`config.mk`:
```
export PLATFORM = sky130hd
export DESIGN_NAME = instruction_fetch_flat
export DESIGN_NICKNAME = d
export VERILOG_FILES = /design/src/rtl/instruction_fetch_pkg.sv /design/src/rtl/instruction_fetch_if.sv /design/src/rtl/instruction_fetch_queue.sv /design/src/rtl/instruction_fetch.sv /design/src/flat_wrapper.sv
export SDC_FILE = /design/constraint.sdc
export NUM_CORES = 1
export LEC_CHECK = 0
export CAP_MARGIN = 20
export CORE_UTILIZATION = 35
export CTS_BUF_LIST = sky130_fd_sc_hd__clkbuf_2
export DETAILED_ROUTE_END_ITERATION = 16
export PLACE_DENSITY = 0.61
export SLEW_MARGIN = 20
export SYNTH_ARGS = -nofsm -noshare
export SYNTH_HDL_FRONTEND = slang
export SYNTH_HIERARCHICAL = 1
export SYNTH_SLANG_ARGS = --single-unit
```
`constraint.sdc`:
```
create_clock -name clk -period 9.5 [get_ports clk]
set_input_delay 2.85 -clock clk [delete_from_list [all_inputs] [get_ports clk]]
set_output_delay 2.85 -clock clk [all_outputs]
set_load 0.005 [all_outputs]
```
`src/rtl/instruction_fetch_pkg.sv`:
```
// -----------------------------------------------------------------------------
// instruction_fetch_pkg
// Shared types for the instruction fetch unit: scalar aliases, the fetch
// state encoding, the queue entry layout and a width helper for occupancy
// counters.
// -----------------------------------------------------------------------------
package instruction_fetch_pkg;

    typedef logic        Clock;
    typedef logic        Bool;
    typedef logic [31:0] Addr;
    typedef logic [31:0] Word;

    // IDLE : no request outstanding
    // WAIT : one request accepted, response pending
    // DRAIN: request outstanding but squashed by a flush
    typedef enum logic [1:0] {
        IDLE,
        WAIT,
        DRAIN
    } FetchState;

    // One buffered instruction together with the address it was fetched from.
    typedef struct packed {
        Addr addr;
        Word data;
    } fetch_entry_t;

    // Occupancy must be able to represent 0..depth inclusive.
    function automatic int count_width(input int depth);
        return $clog2(depth) + 1;
    endfunction

endpackage

```
`src/rtl/instruction_fetch_if.sv`:
```
// -----------------------------------------------------------------------------
// instruction_fetch_if
// Instruction-memory read port: a valid/ready request channel carrying the
// fetch address and a valid-only response channel carrying the instruction.
//   master : fetch unit side (drives request, receives response)
//   slave  : memory side
// -----------------------------------------------------------------------------
interface instruction_fetch_if;
    import instruction_fetch_pkg::*;

    Bool req_valid;
    Bool req_ready;
    Addr req_addr;
    Bool resp_valid;
    Word resp_data;

    modport master (
        output req_valid,
        output req_addr,
        input  req_ready,
        input  resp_valid,
        input  resp_data
    );

    modport slave (
        input  req_valid,
        input  req_addr,
        output req_ready,
        output resp_valid,
        output resp_data
    );

endinterface

```
`src/rtl/instruction_fetch_queue.sv`:
```
// -----------------------------------------------------------------------------
// fetch_queue
// Small FIFO of fetched instructions between memory and decode.
// Ports:
//   clk, reset        clock and synchronous active-high reset
//   push, push_entry  write an entry at the tail
//   pop               remove the head entry
//   clear             drop all entries (takes priority over push/pop)
//   full, empty       occupancy flags
//   head              entry at the head of the queue
//   count             current occupancy (0..QUEUE_DEPTH)
// A simultaneous push and pop on a full queue is legal: the popped slot is
// the one being refilled, and the head is read before the edge.
// -----------------------------------------------------------------------------
module fetch_queue
    import instruction_fetch_pkg::*;
#(
    parameter int QUEUE_DEPTH = 2
) (
    input  Clock                                   clk,
    input  Bool                                    reset,
    input  Bool                                    push,
    input  fetch_entry_t                           push_entry,
    input  Bool                                    pop,
    input  Bool                                    clear,
    output Bool                                    full,
    output Bool                                    empty,
    output fetch_entry_t                           head,
    output logic [count_width(QUEUE_DEPTH)-1:0]    count
);

    localparam int PTR_W = $clog2(QUEUE_DEPTH);
    localparam int CNT_W = count_width(QUEUE_DEPTH);

    fetch_entry_t     entries_q [QUEUE_DEPTH];
    logic [PTR_W-1:0] rd_ptr_q, rd_ptr_d;
    logic [PTR_W-1:0] wr_ptr_q, wr_ptr_d;
    logic [CNT_W-1:0] count_q, count_d;

    function automatic logic [PTR_W-1:0] next_ptr(input logic [PTR_W-1:0] ptr);
        return (ptr == PTR_W'(QUEUE_DEPTH - 1)) ? '0 : ptr + PTR_W'(1);
    endfunction

    // NOTE: every variable assigned here gets its hold value first, so no
    // path through the block leaves it unassigned and no latch is inferred.
    always_comb begin
        rd_ptr_d = rd_ptr_q;
        wr_ptr_d = wr_ptr_q;
        count_d  = count_q;
        if (clear) begin
            rd_ptr_d = '0;
            wr_ptr_d = '0;
            count_d  = '0;
        end else begin
            if (push) wr_ptr_d = next_ptr(wr_ptr_q);
            if (pop)  rd_ptr_d = next_ptr(rd_ptr_q);
            case ({push, pop})
                2'b10:   count_d = count_q + CNT_W'(1);
                2'b01:   count_d = count_q - CNT_W'(1);
                default: count_d = count_q;
            endcase
        end
    end

    // NOTE: state registers use non-blocking assignments so every flop
    // samples the pre-edge values regardless of statement order.
    always_ff @(posedge clk) begin
        if (reset) begin
            rd_ptr_q <= '0;
            wr_ptr_q <= '0;
            count_q  <= '0;
        end else begin
            rd_ptr_q <= rd_ptr_d;
            wr_ptr_q <= wr_ptr_d;
            count_q  <= count_d;
        end
    end

    // NOTE: the entry array is deliberately not reset; count/pointers alone
    // decide which slots are meaningful, so stale contents are never seen.
    always_ff @(posedge clk) begin
        if (push && !clear) entries_q[wr_ptr_q] <= push_entry;
    end

    assign head  = entries_q[rd_ptr_q];
    assign count = count_q;
    assign empty = (count_q == '0);
    assign full  = (count_q == CNT_W'(QUEUE_DEPTH));

    a_no_pop_empty: assert property (@(posedge clk) disable iff (reset)
        !(pop && empty && !clear));

endmodule

```
`src/rtl/instruction_fetch.sv`:
```
// -----------------------------------------------------------------------------
// instruction_fetch
// Fetches instructions from memory at the program-counter address and
// buffers them for decode. At most one memory request is in flight; a flush
// (taken jump) empties the buffer and squashes any pending response.
// Ports:
//   clk, reset      clock and synchronous active-high reset
//   pc_address      current fetch address from the program counter
//   pc_stall        1 = hold the PC; 0 = PC advances this edge
//   flush           jump taken; PC loads the target on the same edge
//   mem             instruction-memory port (master side)
//   inst_valid/ready/data/addr   decode-side handshake, head of the queue
// -----------------------------------------------------------------------------
module instruction_fetch
    import instruction_fetch_pkg::*;
#(
    parameter int QUEUE_DEPTH = 2   // 2 or 4
) (
    input  Clock                        clk,
    input  Bool                         reset,
    input  Addr                         pc_address,
    output Bool                         pc_stall,
    input  Bool                         flush,
    instruction_fetch_if.master         mem,
    output Bool                         inst_valid,
    input  Bool                         inst_ready,
    output Word                         inst_data,
    output Addr                         inst_addr
);

    localparam int CNT_W = count_width(QUEUE_DEPTH);

    FetchState        state_q, state_d;
    Addr              pend_addr_q, pend_addr_d;
    Bool              rst_hold_q;     // high on the first cycle after reset

    Bool              blocked;
    Bool              resp_in_wait;
    Bool              resp_accept;
    Bool              req_fire;
    Bool              q_push, q_pop, q_full, q_empty;
    fetch_entry_t     q_head, q_wr_entry;
    logic [CNT_W-1:0] q_count;
    logic [CNT_W-1:0] occupancy;

    // Requests are suppressed while reset is asserted and for one cycle after,
    // so nothing is issued before the PC has settled.
    assign blocked      = reset || rst_hold_q;
    assign resp_in_wait = (state_q == WAIT) && mem.resp_valid;
    // Buffered entries plus the one in flight; this keeps a slot reserved
    // for every outstanding response so the queue can never overflow.
    assign occupancy    = q_count + CNT_W'(state_q == WAIT);

    assign mem.req_valid = !blocked && !flush
                        && ((state_q == IDLE) || resp_in_wait)
                        && (occupancy < CNT_W'(QUEUE_DEPTH));
    assign mem.req_addr  = pc_address;
    assign req_fire      = mem.req_valid && mem.req_ready;
    assign pc_stall      = blocked || !(req_fire || flush);

    assign resp_accept = resp_in_wait && !flush;
    assign q_push      = resp_accept && (!q_full || q_pop);
    assign q_pop       = inst_valid && inst_ready;
    assign q_wr_entry  = '{addr: pend_addr_q, data: mem.resp_data};

    assign inst_valid = !reset && !q_empty;
    assign inst_data  = q_head.data;
    assign inst_addr  = q_head.addr;

    always_comb begin
        state_d     = state_q;
        pend_addr_d = pend_addr_q;
        if (req_fire) pend_addr_d = pc_address;
        case (state_q)
            IDLE:  if (req_fire) state_d = WAIT;
            WAIT: begin
                // A flush with the response in hand simply discards it;
                // without it, the late response must still be swallowed.
                if (mem.resp_valid) state_d = req_fire ? WAIT : IDLE;
                else if (flush)     state_d = DRAIN;
            end
            DRAIN: if (mem.resp_valid) state_d = IDLE;
            default: state_d = IDLE;
        endcase
    end

    always_ff @(posedge clk) begin
        if (reset) begin
            state_q     <= IDLE;
            pend_addr_q <= '0;
            rst_hold_q  <= 1'b1;
        end else begin
            state_q     <= state_d;
            pend_addr_q <= pend_addr_d;
            rst_hold_q  <= 1'b0;
        end
    end

    fetch_queue #(
        .QUEUE_DEPTH (QUEUE_DEPTH)
    ) u_queue (
        .clk        (clk),
        .reset      (reset),
        .push       (q_push),
        .push_entry (q_wr_entry),
        .pop        (q_pop),
        .clear      (flush),
        .full       (q_full),
        .empty      (q_empty),
        .head       (q_head),
        .count      (q_count)
    );

    a_no_overflow: assert property (@(posedge clk) disable iff (reset)
        resp_accept |-> (!q_full || q_pop));

endmodule

```
`src/flat_wrapper.sv`:
```
// flat-port wrapper written by rule: the top's interface ports become plain ports
module instruction_fetch_flat import instruction_fetch_pkg::*;
#(
    parameter int QUEUE_DEPTH = 2            
)
  (clk, reset, pc_address, pc_stall, flush, inst_valid, inst_ready, inst_data, inst_addr, mem_req_valid, mem_req_addr, mem_req_ready, mem_resp_valid, mem_resp_data);
  instruction_fetch_if mem_i ();
  input  Clock clk;
  input  Bool reset;
  input  Addr pc_address;
  output Bool pc_stall;
  input  Bool flush;
  output Bool inst_valid;
  input  Bool inst_ready;
  output Word inst_data;
  output Addr inst_addr;
  output wire logic [$bits(mem_i.req_valid)-1:0] mem_req_valid;
  output wire logic [$bits(mem_i.req_addr)-1:0] mem_req_addr;
  input wire logic [$bits(mem_i.req_ready)-1:0] mem_req_ready;
  input wire logic [$bits(mem_i.resp_valid)-1:0] mem_resp_valid;
  input wire logic [$bits(mem_i.resp_data)-1:0] mem_resp_data;
  assign mem_req_valid = mem_i.req_valid;
  assign mem_req_addr = mem_i.req_addr;
  assign mem_i.req_ready = mem_req_ready;
  assign mem_i.resp_valid = mem_resp_valid;
  assign mem_i.resp_data = mem_resp_data;
  instruction_fetch #(.QUEUE_DEPTH(QUEUE_DEPTH)) u_core (.clk(clk), .reset(reset), .pc_address(pc_address), .pc_stall(pc_stall), .flush(flush), .mem(mem_i), .inst_valid(inst_valid), .inst_ready(inst_ready), .inst_data(inst_data), .inst_addr(inst_addr));
endmodule
```
## Word-level counts from Yosys, hierarchy flattened

Memory sizes are Yosys's and may differ from the RTL's. A register that Yosys moved wholly into a read port is not among the register bits.
Cells that the tools add are included.
W data, S select, Z words.

- Flip-flop bits (word level): 39
- Bits in writable memories: 128
- Input port bits: 70
- Output and inout bits: 99
- Memories: 1

Memory list:

| memory | words | width | rd ports | clocked after Yosys merged registers in | write ports | RTL line | text |
|---|---|---|---|---|---|---|---|
| u_core.u_queue.entries_q | 2 | 64 | 1 | 1 | 1 | instruction_fetch_queue.sv:35 | `fetch_entry_t entries_q [QUEUE_DEPTH];` |

- Add/subtract/negate cells: 5
- Order comparisons: 1
- Eq/ne operators: 8
- Muxes and demuxes: 14
- Reductions and logical operators: 26

Operators with widths:

| kind | number |
|---|---|
| $logic_and A1 B1 Y1 | 10 |
| $mux W1 | 8 |
| $mux W2 | 4 |
| $eq A2 B2 Y1 const B | 3 |
| $logic_not A1 Y1 | 6 |
| $pmux W2 S3 | 1 |
| $logic_or A1 B1 Y1 | 5 |
| $eq A2 B1 Y1 const B | 2 |
| $logic_not A2 Y1 | 2 |
| $pmux W2 S2 | 1 |
| $ne A3 B3 Y1 const B | 1 |
| $reduce_and A3 Y1 | 1 |
| $add A1 B1 Y1 const B | 2 |
| $add A2 B1 Y2 | 1 |
| $add A2 B1 Y2 const B | 1 |
| $lt A2 B2 Y1 const B | 1 |
| $ne A2 B1 Y1 const B | 1 |
| $ne A2 B2 Y1 const B | 1 |
| $reduce_bool A2 Y1 | 1 |
| $reduce_or A2 Y1 | 1 |
| $sub A2 B1 Y2 const B | 1 |

## Longest topological paths before layout

- Depth after elaboration: 9
- Depth in mapped cells: 9

## Hierarchy

Netlist, hierarchy kept.

By module, submodules not included:

| module | times used | cells each | area each (um^2) |
|---|---|---|---|
| fetch_queue | 1 | 221 | 4,814.6 |
| instruction_fetch | 1 | 194 | 1,878.1 |

## Least setup slack after synthesis

No wires, ideal clock.

- Path kind: input-to-reg
- From: input port reset
- To: memory u_core/u_queue/entries_q[1][0] in the netlist's numbering (enable)
- Arrival: 8,216 ps
- Required time: 8,921 ps
- Slack: 705 ps
- Stages: 6
- Path buffers: 1
- Cells stage by stage: clkbuf_1 nor2_1 nand2_1 a21oi_1 inv_1 nor3b_1

- Longest elaborated chain between the ends: 8

RTL lines:

| item | RTL line | text |
|---|---|---|
| from (decl) | flat_wrapper.sv:9 | `input Bool reset;` |
| $logic_not A1 Y1 | instruction_fetch.sv:66 | `assign inst_valid = !reset && !q_empty;` |
| $logic_and A1 B1 Y1 | instruction_fetch.sv:66 |  |
| via inst_valid | flat_wrapper.sv:13 | `output Bool inst_valid;` |
| $logic_and A1 B1 Y1 | instruction_fetch.sv:63 | `assign q_pop = inst_valid && inst_ready;` |
| $logic_or A1 B1 Y1 | instruction_fetch.sv:62 | `assign q_push = resp_accept && (!q_full \|\| q_pop);` |
| $logic_and A1 B1 Y1 | instruction_fetch.sv:62 |  |
| via u_core.q_push | instruction_fetch.sv:41 | `Bool q_push, q_pop, q_full, q_empty;` |
| $logic_and A1 B1 Y1 | instruction_fetch_queue.sv:82 | `if (push && !clear) entries_q[wr_ptr_q] <= push_entry;` |
| $mux W1 | instruction_fetch_queue.sv:82 |  |
| $mux W1 (not written as such) | instruction_fetch_queue.sv:82 |  |
| to (decl) | instruction_fetch_queue.sv:35 |  |

The timed path passes the listed nets, and every way through them passes these cells.

## Worst setup path in the final report

- From: input port reset
- To: output port pc_stall

- Longest elaborated chain between the ends: 9

RTL lines:

| item | RTL line | text |
|---|---|---|
| $logic_or A1 B1 Y1 (*) | instruction_fetch.sv:48 | `assign blocked = reset \|\| rst_hold_q;` |
| $logic_not A1 Y1 | instruction_fetch.sv:54 | `assign mem.req_valid = !blocked && !flush` |
| $logic_and A1 B1 Y1 | instruction_fetch.sv:54 |  |
| $logic_and A1 B1 Y1 | instruction_fetch.sv:55 | `&& ((state_q == IDLE) \|\| resp_in_wait)` |
| $logic_and A1 B1 Y1 | instruction_fetch.sv:56 | `&& (occupancy < CNT_W'(QUEUE_DEPTH));` |
| $logic_and A1 B1 Y1 | instruction_fetch.sv:58 | `assign req_fire = mem.req_valid && mem.req_ready;` |
| $logic_or A1 B1 Y1 | instruction_fetch.sv:59 | `assign pc_stall = blocked \|\| !(req_fire \|\| flush);` |
| $logic_not A1 Y1 | instruction_fetch.sv:59 |  |
| $logic_or A1 B1 Y1 (*) | instruction_fetch.sv:59 |  |
| to (decl) | flat_wrapper.sv:11 | `output Bool pc_stall;` |

Mark *: on every way between the ends. The rest lies on a longest branch, timed or not.

==> results.sh <==
export IMPL_status="finished, final reports clean"
export IMPL_fin_setup_tns_ns=0
export IMPL_fin_ws_ns=1.96
export IMPL_cts_htree_levels=4
export IMPL_fillers=1675
export IMPL_maxCapViolations=0
export IMPL_antenna_found_initial=1
export IMPL_slew_headroom=0.354
export IMPL_grt_most_used_layer="met2"
export IMPL_min_to="u_core/u_queue/entries_q[0][38]$_DFFE_PP_"
export IMPL_avgRoutedWirePerCell_um=15.3
export IMPL_clk_latency_ns=0.69
export IMPL_grt_pass1_wl_um=19200
export IMPL_start_util=0.358
export IMPL_use_met2=0.219
export IMPL_holdPathStages=0
export IMPL_rsz0062_at_grt="false"
export IMPL_synth_main_ff_cell="edfxtp_1"
export IMPL_finClkSkew_ns=0.0312
export IMPL_die_w_um=140
export IMPL_start_kind="input port"
export IMPL_grt_max_degree=75
export IMPL_setup_viol=0
export IMPL_cts_root_buf="clkbuf_2"
export IMPL_yosys_area_top_type_share=0.574
export IMPL_drive_above_1_share=0.185
export IMPL_row_count=50
export IMPL_crit_arrival_ns=4.69
export IMPL_cts_sinks=168
export IMPL_grt_ovfl_total=0
export IMPL_placed_cells=772
export IMPL_firstDrtPassIters=4
export IMPL_cts_buffers=17
export IMPL_crit_path_max_fanout=74
export IMPL_vdd_drop_max_v=0.0000740
export IMPL_port_buffers=168
export IMPL_ys_warn_count=6
export IMPL_min_path_type="reg2reg"
export IMPL_synth_area_leader_cell="edfxtp_1"
export IMPL_die_area_mm2=0.0197
export IMPL_grt_use_met3=0.0390
export IMPL_cts_setup_buffers=0
export IMPL_netlist_top_cells_area="edfxtp_1, dfxtp_1, mux2_2"
export IMPL_synth_avg_cell_area_um2=16.1
export IMPL_met1_usage=0.154
export IMPL_synth_distinct_cells=29
export IMPL_regToRegStartpoint="u_core/u_queue/count[0]$_SDFFE_PP0P_"
export IMPL_slew_viol_final=0
export IMPL_r2r_end="u_core/u_queue/entries_q[1][58]$_DFFE_PP_"
export IMPL_nets=628
export IMPL_leakage_nw=2.70
export IMPL_period_share=0.794
export IMPL_avgViaCountPerCell=4.59
export IMPL_ant_nets=0
export IMPL_power_density_mw_per_mm2=146
export IMPL_synthToLayoutAreaGrowth_pct=28.5
export IMPL_synth_yosys_seq_area_share=0.694
export IMPL_path_class="in2out"
export IMPL_synth_most_common_cell="edfxtp_1"
export IMPL_final_min_clock_period_ns=7.54
export IMPL_gp_congestion=0.717
export IMPL_die_h_um=140
export IMPL_cts_path_max_buffers=2
export IMPL_cp_end_kind="output pin"
export IMPL_syn_nets=486
export IMPL_required_ns=6.65
export IMPL_ys_ff_latch=168
export IMPL_grt_pass1_vias=3794
export IMPL_cts_tree="built"
export IMPL_hold_buffers=0
export IMPL_rr_worst_depth=7
export IMPL_clkTransAtPathRegs_ns=0.24
export IMPL_drc=0
export IMPL_track_usage=0.130
export IMPL_min_delay_start="u_core/pend_addr_q[6]$_SDFFE_PP0P_"
export IMPL_syn_inst=415
export IMPL_ys_async_sr_fraction=0
export IMPL_ioPinCount=169
export IMPL_netlist_area_mm2=0.00669
export IMPL_vias=3687
export IMPL_hold_viol_final=0
export IMPL_dpl_hpwl_um=7620
export IMPL_synth_edff_count=128
export IMPL_max_slew_worst_pin_slew_ns=0.968
export IMPL_place_ws_ns=1.90
export IMPL_synth_commonest_cells="edfxtp_1, nand2b_1, mux2_2"
export IMPL_r2r_slack_ns=7.21
export IMPL_core_mm2=0.0187
export IMPL_drtIter0Drc=180
export IMPL_stdcell_count=804
export IMPL_wirelength_um=12300
export IMPL_finish_utilization=0.460
export IMPL_timing_fmax_mhz=133
export IMPL_cts_resized=0
critical path: stages:
cell and delay, ns:
buf_2 0.73, nor2_1 0.15, and4_2 0.27, o21ai_0 0.16, clkdlybuf4s50_1 0.53
stage by stage:
stage	area (um2)	hold WS (ns)	power, mW
floorplan	6690	0.427	0.837
global placement	8340	0.432	0.877
detailed placement	8340	0.442	0.879
CTS	8600	0.466	1.28
global route	8600	0.491	1.31
finish	8600	0.470	1.26
cells in the final DEF, fill, tap and decap left out, types with 3 or more instances in the layout:
master and n:
clkdlybuf4s50_1 167, edfxtp_1 128, nand2b_1 65, mux2_2 64
dfxtp_1 39, mux2i_1 33, clkbuf_2 17, nor3_1 7
buf_4 5, clkinv_4 4, nor2_1 4, bufinv_16 3
xnor2_1 3
flip-flops by register name, indices dropped and copies added (netlist names), named ones only:
signal and cells:
u_core/u_queue/rd_ptr_q 1, u_core/state_q 2, u_core/rst_hold_q 1, u_core/u_queue/wr_ptr_q 1, u_core/u_queue/count 2, u_core/u_queue/entries_q 128
u_core/pend_addr_q 32
worst max path at each step:
| stage | from | to | slack, ns | cells past startpoint |
|---|---|---|---|---|
| 6_report | reset | pc_stall | 1.96 | 5 |
| 5_1_grt | reset | pc_stall | 1.77 | 5 |
| 4_1_cts | reset | pc_stall | 1.90 | 5 |
| 3_5_place_dp | reset | pc_stall | 1.90 | 5 |
| 3_3_place_gp | reset | pc_stall | 2.00 | 5 |
| 2_1_floorplan | reset | u_core/u_queue/entries_q[1][0]$_DFFE_PP_ | 0.71 | 6 |
routing by layer:
metal  wire length (um)  vias to the layer above
li1                   -                     1757
met1               5560                     1795
met2               5890                      123
met3                629                       12
met4                206                        0
met5                  0                        -
where the power goes:
part           total [mW]  internal (mW)  leakage (nW)  switching [mW]
clock network       0.395          0.148         0.152           0.247
logic              0.0700         0.0477          1.15          0.0223
registers           0.792          0.790          1.40         0.00249
kinds of logic after synthesis:
| group | count (synthesis) | synth area share |
|---|---|---|
| xor+xnor | 5 | 0.00654 |
| fa+ha+maj | 1 | 0.00187 |
| compound gates | 5 | 0.00486 |
| buf+inv | 52 | 0.0568 |
| simple gates | 87 | 0.0789 |
| mux | 97 | 0.157 |
| flops | 168 | 0.694 |
final cells by class:
cell class / count / area (um2) / share of cell area
Timing Repair Buffer: 173 / 1710 / 0.199
Sequential cell: 168 / 4650 / 0.540
Inverter: 2 / 7.51 / 0.000873
Clock inverter: 14 / 174 / 0.0202
Tap cell: 234 / 293 / 0.0340
Clock buffer: 17 / 85.1 / 0.00989
Antenna cell: 1 / 2.50 / 0.000291
Multi-Input combinational cell: 195 / 1680 / 0.195
(Power assumes the default switching activity.)
